$ cat src/rtl/msx_layout_sequencer.sv
// Boot-time layout builder: turns machine-config records into block table entries,
// slot/page map writes and DDR3->SDRAM copy requests for ROM images.
module msx_layout_sequencer #(
  parameter int SDRAM_BLOCKS = 2048,
  parameter int MAX_IDS      = 16
) (
  input  logic        clk,
  input  logic        reset,
  input  logic        start,
  input  logic        cfg_valid,
  output logic        cfg_ready,
  input  logic [4:0]  cfg_typ,
  input  logic [7:0]  cfg_block_count,
  input  logic [1:0]  cfg_slot,
  input  logic [1:0]  cfg_sub_slot,
  input  logic [1:0]  cfg_start_block,
  input  logic        cfg_internal_mapper,
  input  logic [27:0] cfg_store_address,
  input  logic        cfg_last,
  output logic        blk_we,
  output logic [3:0]  blk_id,
  output logic [1:0]  blk_typ,
  output logic [7:0]  blk_count,
  output logic [24:0] blk_offset,
  output logic        map_we,
  output logic [1:0]  map_slot,
  output logic [1:0]  map_subslot,
  output logic [1:0]  map_page,
  output logic [1:0]  map_offset,
  output logic [3:0]  map_block_id,
  output logic        map_init,
  output logic        copy_req,
  input  logic        copy_ack,
  input  logic        copy_done,
  output logic [27:0] copy_src,
  output logic [24:0] copy_dst,
  output logic [7:0]  copy_len,
  output logic        done,
  output logic [1:0]  err
);

  localparam logic [4:0] CT_NONE   = 5'd0;
  localparam logic [4:0] CT_RAM    = 5'd1;
  localparam logic [4:0] CT_BIOS   = 5'd2;
  localparam logic [4:0] CT_FDC    = 5'd3;
  localparam logic [4:0] CT_CART_A = 5'd4;
  localparam logic [4:0] CT_CART_B = 5'd5;

  localparam logic [1:0] BT_RAM = 2'd0;
  localparam logic [1:0] BT_ROM = 2'd1;
  localparam logic [1:0] BT_FDC = 2'd2;

  typedef enum logic [2:0] {
    S_IDLE, S_CHECK, S_WR_BLK, S_MAP, S_COPY_REQ, S_COPY_WAIT, S_DONE, S_ERROR
  } state_t;

  state_t      state_q, state_d;
  logic [4:0]  typ_q, typ_d;
  logic [7:0]  count_q, count_d;
  logic [1:0]  slot_q, slot_d;
  logic [1:0]  sub_q, sub_d;
  logic [1:0]  start_blk_q, start_blk_d;
  logic        imap_q, imap_d;
  logic [27:0] addr_q, addr_d;
  logic        last_q, last_d;
  logic [1:0]  page_q, page_d;
  logic [1:0]  page_end_q, page_end_d;
  logic        first_q, first_d;
  logic [24:0] off_q, off_d;
  logic [4:0]  next_id_q, next_id_d;
  logic [11:0] next_blk_q, next_blk_d;
  logic [1:0]  err_q, err_d;

  logic        is_fdc, is_rom;
  logic [12:0] alloc_end;
  logic [8:0]  page_sum;
  logic [24:0] win_offset;
  logic [1:0]  rec_blk_typ;
  state_t      after_rec;

  always_comb begin
    is_fdc     = (typ_q == CT_FDC);
    is_rom     = (typ_q == CT_BIOS) || (typ_q == CT_CART_A) || (typ_q == CT_CART_B);
    // 13-bit sum so a nearly full layout cannot wrap past the capacity check
    alloc_end  = {1'b0, next_blk_q} + {5'd0, count_q};
    page_sum   = {7'd0, start_blk_q} + {1'b0, count_q};
    win_offset = is_fdc ? 25'd0 : {next_blk_q[10:0], 14'd0};
    after_rec  = last_q ? S_DONE : S_IDLE;
    if (is_fdc)      rec_blk_typ = BT_FDC;
    else if (is_rom) rec_blk_typ = BT_ROM;
    else             rec_blk_typ = BT_RAM;
  end

  always_comb begin
    state_d     = state_q;
    typ_d       = typ_q;
    count_d     = count_q;
    slot_d      = slot_q;
    sub_d       = sub_q;
    start_blk_d = start_blk_q;
    imap_d      = imap_q;
    addr_d      = addr_q;
    last_d      = last_q;
    page_d      = page_q;
    page_end_d  = page_end_q;
    first_d     = first_q;
    off_d       = off_q;
    next_id_d   = next_id_q;
    next_blk_d  = next_blk_q;
    err_d       = err_q;

    cfg_ready    = 1'b0;
    blk_we       = 1'b0;
    blk_id       = 4'd0;
    blk_typ      = 2'd0;
    blk_count    = 8'd0;
    blk_offset   = 25'd0;
    map_we       = 1'b0;
    map_slot     = 2'd0;
    map_subslot  = 2'd0;
    map_page     = 2'd0;
    map_offset   = 2'd0;
    map_block_id = 4'd0;
    map_init     = 1'b0;
    copy_req     = 1'b0;
    copy_src     = 28'd0;
    copy_dst     = 25'd0;
    copy_len     = 8'd0;

    case (state_q)
      S_IDLE: begin
        cfg_ready = 1'b1;
        if (cfg_valid) begin
          typ_d       = cfg_typ;
          count_d     = cfg_block_count;
          slot_d      = cfg_slot;
          sub_d       = cfg_sub_slot;
          start_blk_d = cfg_start_block;
          imap_d      = cfg_internal_mapper;
          addr_d      = cfg_store_address;
          last_d      = cfg_last;
          state_d     = S_CHECK;
        end
      end
      S_CHECK: begin
        if (typ_q == CT_NONE) begin
          state_d = after_rec;
        end else if (count_q == 8'd0) begin
          err_d   = 2'd3;
          state_d = S_ERROR;
        end else if (next_id_q == 5'(MAX_IDS)) begin
          err_d   = 2'd1;
          state_d = S_ERROR;
        end else if (!is_fdc && (alloc_end > 13'(SDRAM_BLOCKS))) begin
          err_d   = 2'd2;
          state_d = S_ERROR;
        end else begin
          state_d = S_WR_BLK;
        end
      end
      S_WR_BLK: begin
        blk_we     = 1'b1;
        blk_id     = next_id_q[3:0];
        blk_typ    = rec_blk_typ;
        blk_count  = count_q;
        blk_offset = win_offset;
        off_d      = win_offset;
        next_id_d  = next_id_q + 5'd1;
        if (!is_fdc) next_blk_d = alloc_end[11:0];
        // Pages past 3 are clipped rather than wrapping back to page 0
        page_d     = imap_q ? 2'd0 : start_blk_q;
        page_end_d = (imap_q || page_sum >= 9'd4) ? 2'd3 : (page_sum[1:0] - 2'd1);
        first_d    = 1'b1;
        state_d    = S_MAP;
      end
      S_MAP: begin
        map_we       = 1'b1;
        map_slot     = slot_q;
        map_subslot  = sub_q;
        map_page     = page_q;
        map_offset   = imap_q ? page_q : (page_q - start_blk_q);
        map_block_id = off_id(next_id_q);
        map_init     = first_q;
        first_d      = 1'b0;
        if (page_q == page_end_q) state_d = is_rom ? S_COPY_REQ : after_rec;
        else                      page_d  = page_q + 2'd1;
      end
      S_COPY_REQ: begin
        copy_req = 1'b1;
        copy_src = addr_q;
        copy_dst = off_q;
        copy_len = count_q;
        if (copy_ack) state_d = copy_done ? after_rec : S_COPY_WAIT;
      end
      S_COPY_WAIT: begin
        if (copy_done) state_d = after_rec;
      end
      default: ;
    endcase

    // start outranks everything, including a copy still in flight
    if (start) begin
      state_d    = S_IDLE;
      next_id_d  = 5'd0;
      next_blk_d = 12'd0;
      err_d      = 2'd0;
    end
  end

  // The ID written during WR_BLK has already been consumed by the time MAP runs
  function automatic logic [3:0] off_id(input logic [4:0] nid);
    logic [4:0] cur;
    cur    = nid - 5'd1;
    off_id = cur[3:0];
  endfunction

  assign done = (state_q == S_DONE);
  assign err  = err_q;

  always_ff @(posedge clk or posedge reset) begin
    if (reset) begin
      state_q     <= S_IDLE;
      typ_q       <= 5'd0;
      count_q     <= 8'd0;
      slot_q      <= 2'd0;
      sub_q       <= 2'd0;
      start_blk_q <= 2'd0;
      imap_q      <= 1'b0;
      addr_q      <= 28'd0;
      last_q      <= 1'b0;
      page_q      <= 2'd0;
      page_end_q  <= 2'd0;
      first_q     <= 1'b0;
      off_q       <= 25'd0;
      next_id_q   <= 5'd0;
      next_blk_q  <= 12'd0;
      err_q       <= 2'd0;
    end else begin
      state_q     <= state_d;
      typ_q       <= typ_d;
      count_q     <= count_d;
      slot_q      <= slot_d;
      sub_q       <= sub_d;
      start_blk_q <= start_blk_d;
      imap_q      <= imap_d;
      addr_q      <= addr_d;
      last_q      <= last_d;
      page_q      <= page_d;
      page_end_q  <= page_end_d;
      first_q     <= first_d;
      off_q       <= off_d;
      next_id_q   <= next_id_d;
      next_blk_q  <= next_blk_d;
      err_q       <= err_d;
    end
  end

endmodule

$ cat config.mk
export PLATFORM = sky130hd
export DESIGN_NAME = msx_layout_sequencer
export DESIGN_NICKNAME = d
export VERILOG_FILES = /design/src/rtl/msx_layout_sequencer.sv
export SDC_FILE = /design/constraint.sdc
export NUM_CORES = 1
export LEC_CHECK = 0
export BUFFER_PORTS_ARGS = -buffer_cell sky130_fd_sc_hd__buf_2
export CORE_AREA = 3 3 133 135
export DETAILED_ROUTE_END_ITERATION = 10
export DIE_AREA = 0 0 136 138
export PLACE_DENSITY = 0.5
export RECOVER_POWER = 25
export SLEW_MARGIN = 15
export SYNTH_ARGS = -nofsm -noshare
export SYNTH_HDL_FRONTEND = slang
export SYNTH_SLANG_ARGS = --single-unit
$ cat constraint.sdc
create_clock -name clk -period 9 [get_ports clk]
set_clock_uncertainty 0.15 [all_clocks]
set_input_delay 2.25 -clock clk [delete_from_list [all_inputs] [get_ports clk]]
set_output_delay 2.25 -clock clk [all_outputs]
set_load 0.05 [all_outputs]
==> run metrics, run 1 <==
initial antenna violation count 1; Final setup violation count 0; post-cts resize count 0; PD cells 215 mW/mm2; most area-hungry cell type in the Yosys netlist dfrtp_1; violated checks max-capacitance violations, max-slew violations; Synth Warn # 0; site row count 47; largest family of logic cells by synthesized area simple AND/OR/NAND/NOR gates; sequential fraction of the synthesis area 0.436; Initial Utilization 0.301; Clock transition at path regs 0.07 ns; overall power 0.00132 W; Sw Ratio 0.347; antenna-violating nets left 0; clock latency at the later pin of the worst-skew pair 0.34 ns; mean post-synth cell area 9.82 um2; Clk pwr share 0.278; unrepaired setup endpoints after global routing false; I/O Buffers 146; Antenna diodes 0; Worst EP arrival 3.49 ns; Top delay family on crit path buffers and inverters; busiest grt layer met2; slowest stage cell, crit path clkbuf_1; Area Growth Syn to Fin 22.8%; Root Buffer clkbuf_16; drt drc 0; max-cap violations 1; CP peak stage delay 0.72 ns; CTS Buf Count 9; hold buffer count at cts 0; max-slew violations 51; TritonCTS sink count 87; # Post-CTS Setup Buffers 0; Pleak 3.15 nW; Rel. slew slack -0.970; share of layout cells above drive strength 1 0.337; commonest non-fill, non-tap cell in the layout buf_2; Core Region 0.0166 mm2; crit path cell chain nor2b_1, nand2b_1, clkbuf_1, nor2_1, clkbuf_1, and2_0, buf_2; post-synthesis cell type count 48; Comb pwr share 0.282; Pre-antenna DRT Iters 4; Synth Flop Type dfrtp_1; switching pwr 0.000458 W; buffer and inverter count on the worst path 3; CTS tree built; most frequent cells in the layout buf_2 (145), dfrtp_1 (87), and2_1 (55), mux2_2 (48), nor2_1 (42); Crit path top cell by count clkbuf_1; Area contributors post-synth dfrtp_1 (44%), mux2_2 (11%), and2_1 (8.4%); Slew @ Worst Pin 2.95 ns; H-Tree Depth 3; XOR/XNOR share of the synthesized area 0.0316; post-synthesis mux area share 0.108; final core occ 0.370; Final Hold Vio Count 0; number of flops mapped to enable cells by yosys 0; crit-path max FO 21; hpwl dp 9830 um; GR Util met2 0.234; Synth async-reset ratio 1.00; first-pass GRT wire length 21900 um; final worst path period share 0.654; Nets 719; largest net degree at the start of global routing 59; Crit path required time 6.60 ns; Synth top area share 0.436; M1 GR Usage 0.189; f_max 0.170 GHz; total number of vias 4093; status finished, violations left; fin crit period 5.89 ns; die height 138 um; vias in the first global route 4163; grt ovf 0; # placed instances 856; All-Layer GR Usage 0.147; routability cong. 0.835; Die X 136 um; clk buf depth 2; Routed WL per cell 15.5 um; DR vias/cell 4.69; Pint 0.000861 W; Hold Path Class flop to flop; DR iter-0 viols 194; Reg power frac 0.440; Syn Std Cell Area 0.00499 mm2; CP Capture Type primary output; WS Path Type flop to primary output; GRT met3 Usage 0.0465; post-synthesis simple-gate area fraction 0.198; Syn Inst Count 508; non-filler cells, final 872; maximum vdd drop 0.0804 mV; adder-cell share of the synthesized area 0.0456; CP startpoint kind flop; Synth Area in Compound Gates 0.107; Total Wirelength 13500 um; IO Count 175; Die ar. 0.0188 mm2; Setup TNS 0 ns; number of synthesized register bits 87
==> synth_stat cells, drive strengths merged, types with 15 or more instances <==
cell    count
nand2      34
nor2       42
a21oi      24
a21o       15
buf        34
clkbuf     16
dfrtp      87
mux2       48
and2       67
inv        18
ha         15
==> logic make-up (layout without fill, tap and decap cells) <==
kind of cell / after synthesis / after routing
xor gates and xnor gates: 18 / 18
and+or+nand+nor: 190 / 190
DFF: 87 / 87
AOI/OAI and AO/OA: 78 / 78
buffers and inverters: 69 / 186
adders and majority gates: 17 / 17
other: 1 / 28
muxes: 48 / 48
==> metal layers <==
metal	vias up	share of wire
met4	2	0.016
li1	1965	-
met2	163	0.44
met5	-	0.00096
met3	18	0.095
met1	1945	0.44
==> power groups by stage <==
stage | sequential (W) | clock [W] | combinational (W)
global route | 0.000600 | 0.000398 | 0.000418
finish | 0.000580 | 0.000367 | 0.000372
CTS | 0.000584 | 0.000383 | 0.000373
global placement | 0.000586 | 0 | 0.000360
detailed placement | 0.000589 | 0 | 0.000372
floorplan | 0.000549 | 0 | 0.000317
==> worst register-to-register path, cell delays in order, from the launching register on <==
cell and delay [ns]:
dfrtp_1 0.60, nor3_1 0.38, and2_2 0.20, clkbuf_1 2.08, mux2_2 0.52
==> sequential cells by signal, summed over array words and instances (netlist names) <==
signal	count
addr_q	28
next_blk_q	12
off_q	11
count_q	8
next_id_q	5
typ_q	5
state_q	3
err	2
page_end_q	2
page_q	2
slot_q	2
start_blk_q	2
sub_q	2
first_q	1
imap_q	1
last_q	1
==> final cells by class <==
type / count / area, um2
fillers: 1739 / 10500
clock inverters: 6 / 51.3
clock buffers: 10 / 239
repair buffers: 151 / 756
multi-input cells: 379 / 2560
flip-flops and latches: 87 / 2180
inverters: 19 / 72.6
well taps: 220 / 275
==> through the flow <==
step / hold WS (ns) / worst slack (ns) / cell area (um2)
2_1_floorplan: 0.291 / 4.35 / 5090
3_3_place_gp: 0.301 / 4.11 / 5850
3_5_place_dp: 0.309 / 3.97 / 5850
4_1_cts: 0.323 / 3.58 / 6140
5_1_grt: 0.344 / 2.84 / 6130
6_report: 0.319 / 3.11 / 6130
==> path summary, 6_finish.rpt <==
kind / cells past startpoint / startpoint / slack [ns] / endpoint
worst max-delay path: 7 / state_q[1] / 3.11 / blk_offset[22]
worst min-delay path: 1 / off_q[18] / 0.32 / off_q[18]
worst max register to register: 4 / state_q[0] / 4.96 / addr_q[27]
worst min register to register: 1 / off_q[18] / 0.32 / off_q[18]
max in group asynchronous: 3 / reset / 5.30 / next_blk_q[3]
min in group asynchronous: 2 / reset / 2.04 / addr_q[19]
(Power assumes the default switching activity.)
==> run 2, diff against run 1 <==
==> constraint.sdc (replaced) <==
create_clock -name clk -period 5.9 [get_ports clk]
set_clock_uncertainty 0.15 [all_clocks]
set_input_delay 1.475 -clock clk [delete_from_list [all_inputs] [get_ports clk]]
set_output_delay 1.475 -clock clk [all_outputs]
set_load 0.05 [all_outputs]
==> run 2 against run 1 <==
Compared with the run above: the run still ends with max-capacitance violations, max-slew violations left; global-route usage rose by 0.061 points; combinational power rose by 50%; sequential power rose by 53%; first-iteration DRC count fell by 38%; via count rose by 0.20%; clock-buffer cell count did not move; cell count did not move; setup slack got worse by 2.0 ns; sequential share of layout area fell by 0.065 points; core utilization rose by 0.068 points; cell area rose by 0.18%; hold slack got worse by 0.0042 ns; critical endpoint unchanged; highest routed layer unchanged.
==> run metrics, run 2 (synthesis gave the netlist of run 1 again) <==
drt drc 0; Hold Path Class flop to flop; crit-path max FO 21; grt ovf 0; IO Count 175; Area Growth Syn to Fin 23.0%; Clk pwr share 0.284; Initial Utilization 0.301; Reg power frac 0.439; max-cap violations 1; final worst path period share 0.813; hold buffer count at cts 0; All-Layer GR Usage 0.148; Rel. slew slack -0.0371; GR Util met2 0.219; DR vias/cell 4.70; WS Path Type flop to primary output; Pint 0.00134 W; post-cts resize count 0; site row count 47; max-slew violations 60; Setup TNS 0 ns; Reg with most FFs addr_q; routability cong. 0.831; violated checks max-capacitance violations, max-slew violations; status finished, violations left; CP startpoint kind flop; fillcell total 1713; Worst EP arrival 3.17 ns; largest net degree at the start of global routing 60; first-pass GRT wire length 22100 um; H-Tree Depth 3; unrepaired setup endpoints after global routing false; Largest regs addr_q (28), next_blk_q (12), off_q (11); switching pwr 0.000678 W; Core Region 0.0166 mm2; Slew @ Worst Pin 1.56 ns; PD cells 329 mW/mm2; antenna-violating nets left 0; clk buf depth 2; Crit path required time 4.28 ns; Total Wirelength 13500 um; Pleak 3.16 nW; Die X 136 um; fin crit period 4.80 ns; dpl ws 1.59 ns; Routed WL per cell 15.5 um; vias in the first global route 4116; TritonCTS sink count 87; clock latency at the later pin of the worst-skew pair 0.34 ns; Comb pwr share 0.276; Nets 719; busiest grt layer met2; post-route cell area 0.00614 mm2; most frequent cells in the layout buf_2 (145), dfrtp_1 (87), and2_1 (56), mux2_2 (48), nor2_1 (42); CTS tree built; M1 GR Usage 0.193; CTS Buf Count 9; Largest register FFs 28; worst setup margin 1.10 ns; non-filler cells, final 872; DR iter-0 viols 120; dpl cell area 0.00585 mm2; share of layout cells above drive strength 1 0.338; Final Hold Vio Count 0; Die ar. 0.0188 mm2; Sw Ratio 0.336; commonest non-fill, non-tap cell in the layout buf_2; I/O Buffers 146; initial antenna violation count 3; CP Capture Type primary output; # placed instances 856; maximum vdd drop 0.124 mV; Final setup violation count 0; die height 138 um; f_max 0.209 GHz; # Post-CTS Setup Buffers 0; hpwl dp 9770 um; Root Buffer clkbuf_16; GRT met3 Usage 0.0567; Clock transition at path regs 0.06 ns; Pre-antenna DRT Iters 5; total number of vias 4101
==> run 2: changes by cell type in the layout (fill, tap and decap cells not counted) <==
cell / previous run / this run
and2_1: 55 / 56
and2_2: 1 / 0
buf_4: 2 / 3
bufinv_16: 0 / 1
clkbuf_1: 4 / 2
clkbuf_2: 0 / 1
clkinv_2: 0 / 2
clkinv_4: 1 / 0
diode_2: 0 / 1
inv_6: 4 / 1
==> run 2: power by group through the flow <==
stage	clock network, W	logic [W]	registers [W]
after global placement	0	0.000548	0.000894
final	0.000574	0.000558	0.000887
after CTS	0.000602	0.000564	0.000892
after global routing	0.000623	0.000632	0.000918
after detailed placement	0	0.000565	0.000898
after floorplan	0	0.000483	0.000837
==> run 2: per-layer routing <==
layer	up-vias	share of wire
met5	-	0.0016
met4	4	0.019
met3	24	0.10
met2	159	0.44
met1	1966	0.44
li1	1948	-
==> run 2: worst paths after layout <==
path	slack (ns)	cells past startpoint	to	start
setup / recovery	1.10	7	blk_offset[22]	state_q[1]
hold reg to reg	0.31	1	off_q[17]	off_q[17]
hold / removal	0.31	1	off_q[17]	off_q[17]
setup reg to reg	2.60	4	addr_q[20]	state_q[0]
max in group asynchronous	2.28	3	off_q[14]	reset
min in group asynchronous	1.24	2	addr_q[18]	reset
==> run 2: per-stage QoR <==
stage / utilization / power [W] / hold WS [ns]
6_report: 0.370 / 0.00202 / 0.315
5_1_grt: 0.370 / 0.00217 / 0.334
4_1_cts: 0.371 / 0.00206 / 0.321
3_5_place_dp: 0.353 / 0.00146 / 0.308
3_3_place_gp: 0.353 / 0.00144 / 0.302
2_1_floorplan: - / 0.00132 / 0.291
==> run 2: area by class of cell <==
| type | instances | area, um2 | area share |
|---|---|---|---|
| tap | 220 | 275 | 0.0448 |
| clock buffer | 10 | 239 | 0.0389 |
| antenna | 1 | 2.50 | 0.000408 |
| multi-input combinational | 379 | 2560 | 0.416 |
| timing repair buffer | 151 | 761 | 0.124 |
| sequential | 87 | 2180 | 0.355 |
| clock inverter | 5 | 56.3 | 0.00917 |
| inverter | 19 | 72.6 | 0.0118 |
==> run 2: worst max-delay path: stages, from the launching register on <==
cell      delay [ns]
dfrtp_1         0.52
nor2b_1         0.52
nand2b_1        0.12
buf_4           0.25
nor2_1          0.11
clkbuf_1        0.69
and2_0          0.30
buf_2           0.31
==> run 3, diff against run 2 <==
--- a/config.mk
+++ b/config.mk
@@ -9,7 +9,7 @@
 export CORE_AREA = 3 3 133 135
 export DETAILED_ROUTE_END_ITERATION = 10
 export DIE_AREA = 0 0 136 138
-export PLACE_DENSITY = 0.5
+export PLACE_DENSITY = 0.52
 export RECOVER_POWER = 25
 export SLEW_MARGIN = 15
 export SYNTH_ARGS = -nofsm -noshare
==> constraint.sdc (replaced) <==
create_clock -name clk -period 4.2 [get_ports clk]
set_clock_uncertainty 0.15 [all_clocks]
set_input_delay 1.05 -clock clk [delete_from_list [all_inputs] [get_ports clk]]
set_output_delay 1.05 -clock clk [all_outputs]
set_load 0.05 [all_outputs]
==> run 3 against run 2 <==
Compared with the run above: the run still ends with max-capacitance violations, max-slew violations left; die area did not move; clock power rose by 41%; cell area rose by 1.1%; non-clock buffer count rose by 3; wire length fell by 0.50%; register-to-register slack got worse by 1.6 ns; largest cell class unchanged.
==> run metrics, run 3 (synthesis gave the netlist of run 1 again) <==
Crit path required time 3.00 ns; DR vias/cell 4.63; post-cts resize count 0; WL met1 5910 um; clock latency at the later pin of the worst-skew pair 0.34 ns; CP startpoint kind flop; fin crit period 3.84 ns; CP Capture Type primary output; hold buffer count at cts 0; max-slew violations 47; H-Tree Depth 3; drt drc 0; total number of vias 4047; first-pass GRT wire length 21700 um; Die X 136 um; routability cong. 0.847; share of layout cells above drive strength 1 0.342; Min-Delay Path Depth 1; CTS tree built; Nets 722; dpl cell area 0.00592 mm2; I/O Buffers 146; crit-path max FO 20; final worst path period share 0.914; max-cap violations 1; All-Layer GR Usage 0.145; Die ar. 0.0188 mm2; Pleak 3.18 nW; met2 routed WL 5820 um; initial antenna violation count 2; most frequent cells in the layout buf_2 (144), dfrtp_1 (87), and2_1 (65), mux2_2 (48), nor2_1 (42); DR iter-0 viols 161; TritonCTS sink count 87; status finished, violations left; Initial Utilization 0.301; Root Buffer clkbuf_16; Final Hold Vio Count 0; PD cells 460 mW/mm2; WS Path Type flop to primary output; # Post-CTS Setup Buffers 0; grt ovf 0; Slew @ Worst Pin 2.05 ns; maximum vdd drop 0.213 mV; vias in the first global route 4169; Pre-antenna DRT Iters 4; unrepaired setup endpoints after global routing false; Clock transition at path regs 0.06 ns; Largest register FFs 28; final core occ 0.374; Final setup violation count 0; max layer used met5; Largest regs addr_q (28), next_blk_q (12), off_q (11); post-route cell area 0.00621 mm2; violated checks max-capacitance violations, max-slew violations; antenna-violating nets left 0; die height 138 um; Total Wirelength 13400 um; Setup TNS 0 ns; Area Growth Syn to Fin 24.4%; clk buf depth 2; Core Region 0.0166 mm2; WL met3 1500 um; CTS Buf Count 9; fillcell total 1722; site row count 47; Rel. slew slack -0.374; hpwl dp 10000 um; Routed WL per cell 15.4 um; largest net degree at the start of global routing 49; Reg with most FFs addr_q; f_max 0.261 GHz; reg2reg path depth 10; commonest non-fill, non-tap cell in the layout buf_2; Worst EP arrival 2.64 ns; Antenna diodes 0; IO Count 175; Hold Path Class flop to flop
-- run 3: final cells by class --
type | count | area [um2] | area share
repair buffers | 154 | 826 | 0.133
clock buffers | 11 | 243 | 0.0391
flip-flops and latches | 87 | 2180 | 0.351
multi-input cells | 379 | 2560 | 0.412
well taps | 220 | 275 | 0.0443
clock inverters | 5 | 57.6 | 0.00927
inverters | 19 | 72.6 | 0.0117
-- run 3: path summary, 6_finish.rpt --
kind                             from        endpoint  slack, ns
max                        state_q[1]  blk_offset[15]       0.36
min                         off_q[14]       off_q[14]       0.32
max reg2reg                count_q[0]      state_q[2]       1.03
min reg2reg                 off_q[14]       off_q[14]       0.32
max in group asynchronous       reset   next_blk_q[1]       1.03
min in group asynchronous       reset       addr_q[0]       1.08
-- run 3: per-layer routing --
layer  track usage  vias up
li1              -     1953
met4        0.0371        4
met1         0.186     1912
met5             0        -
met2         0.222      160
met3        0.0669       18
-- run 3: report_power, final --
part / internal, W / switching, W / total (W) / leakage (nW)
sequential: 0.00105 / 0.000181 / 0.00124 / 1.09
clock: 0.000476 / 0.000336 / 0.000812 / 0.138
combinational: 0.000364 / 0.000444 / 0.000809 / 1.96
total: 0.00190 / 0.000961 / 0.00286 / 3.18
-- run 3: worst max-delay path, stage by stage, from the launching register on --
cell	delay (ns)
dfrtp_1	0.55
nor2b_1	0.21
nand2b_1	0.09
buf_4	0.22
inv_1	0.34
nand2_1	0.34
nor2_1	0.24
buf_2	0.30
-- run 3: metrics by stage --
stage                     hold WS, ns  setup slack [ns]  cells  power (W)
after floorplan                 0.291             0.750    535    0.00185
after global routing            0.329             0.155    875    0.00306
after CTS                       0.323             0.327    875    0.00290
final                           0.320             0.361    875    0.00286
after global placement          0.301             0.797    859    0.00203
after detailed placement        0.308             0.719    859    0.00206
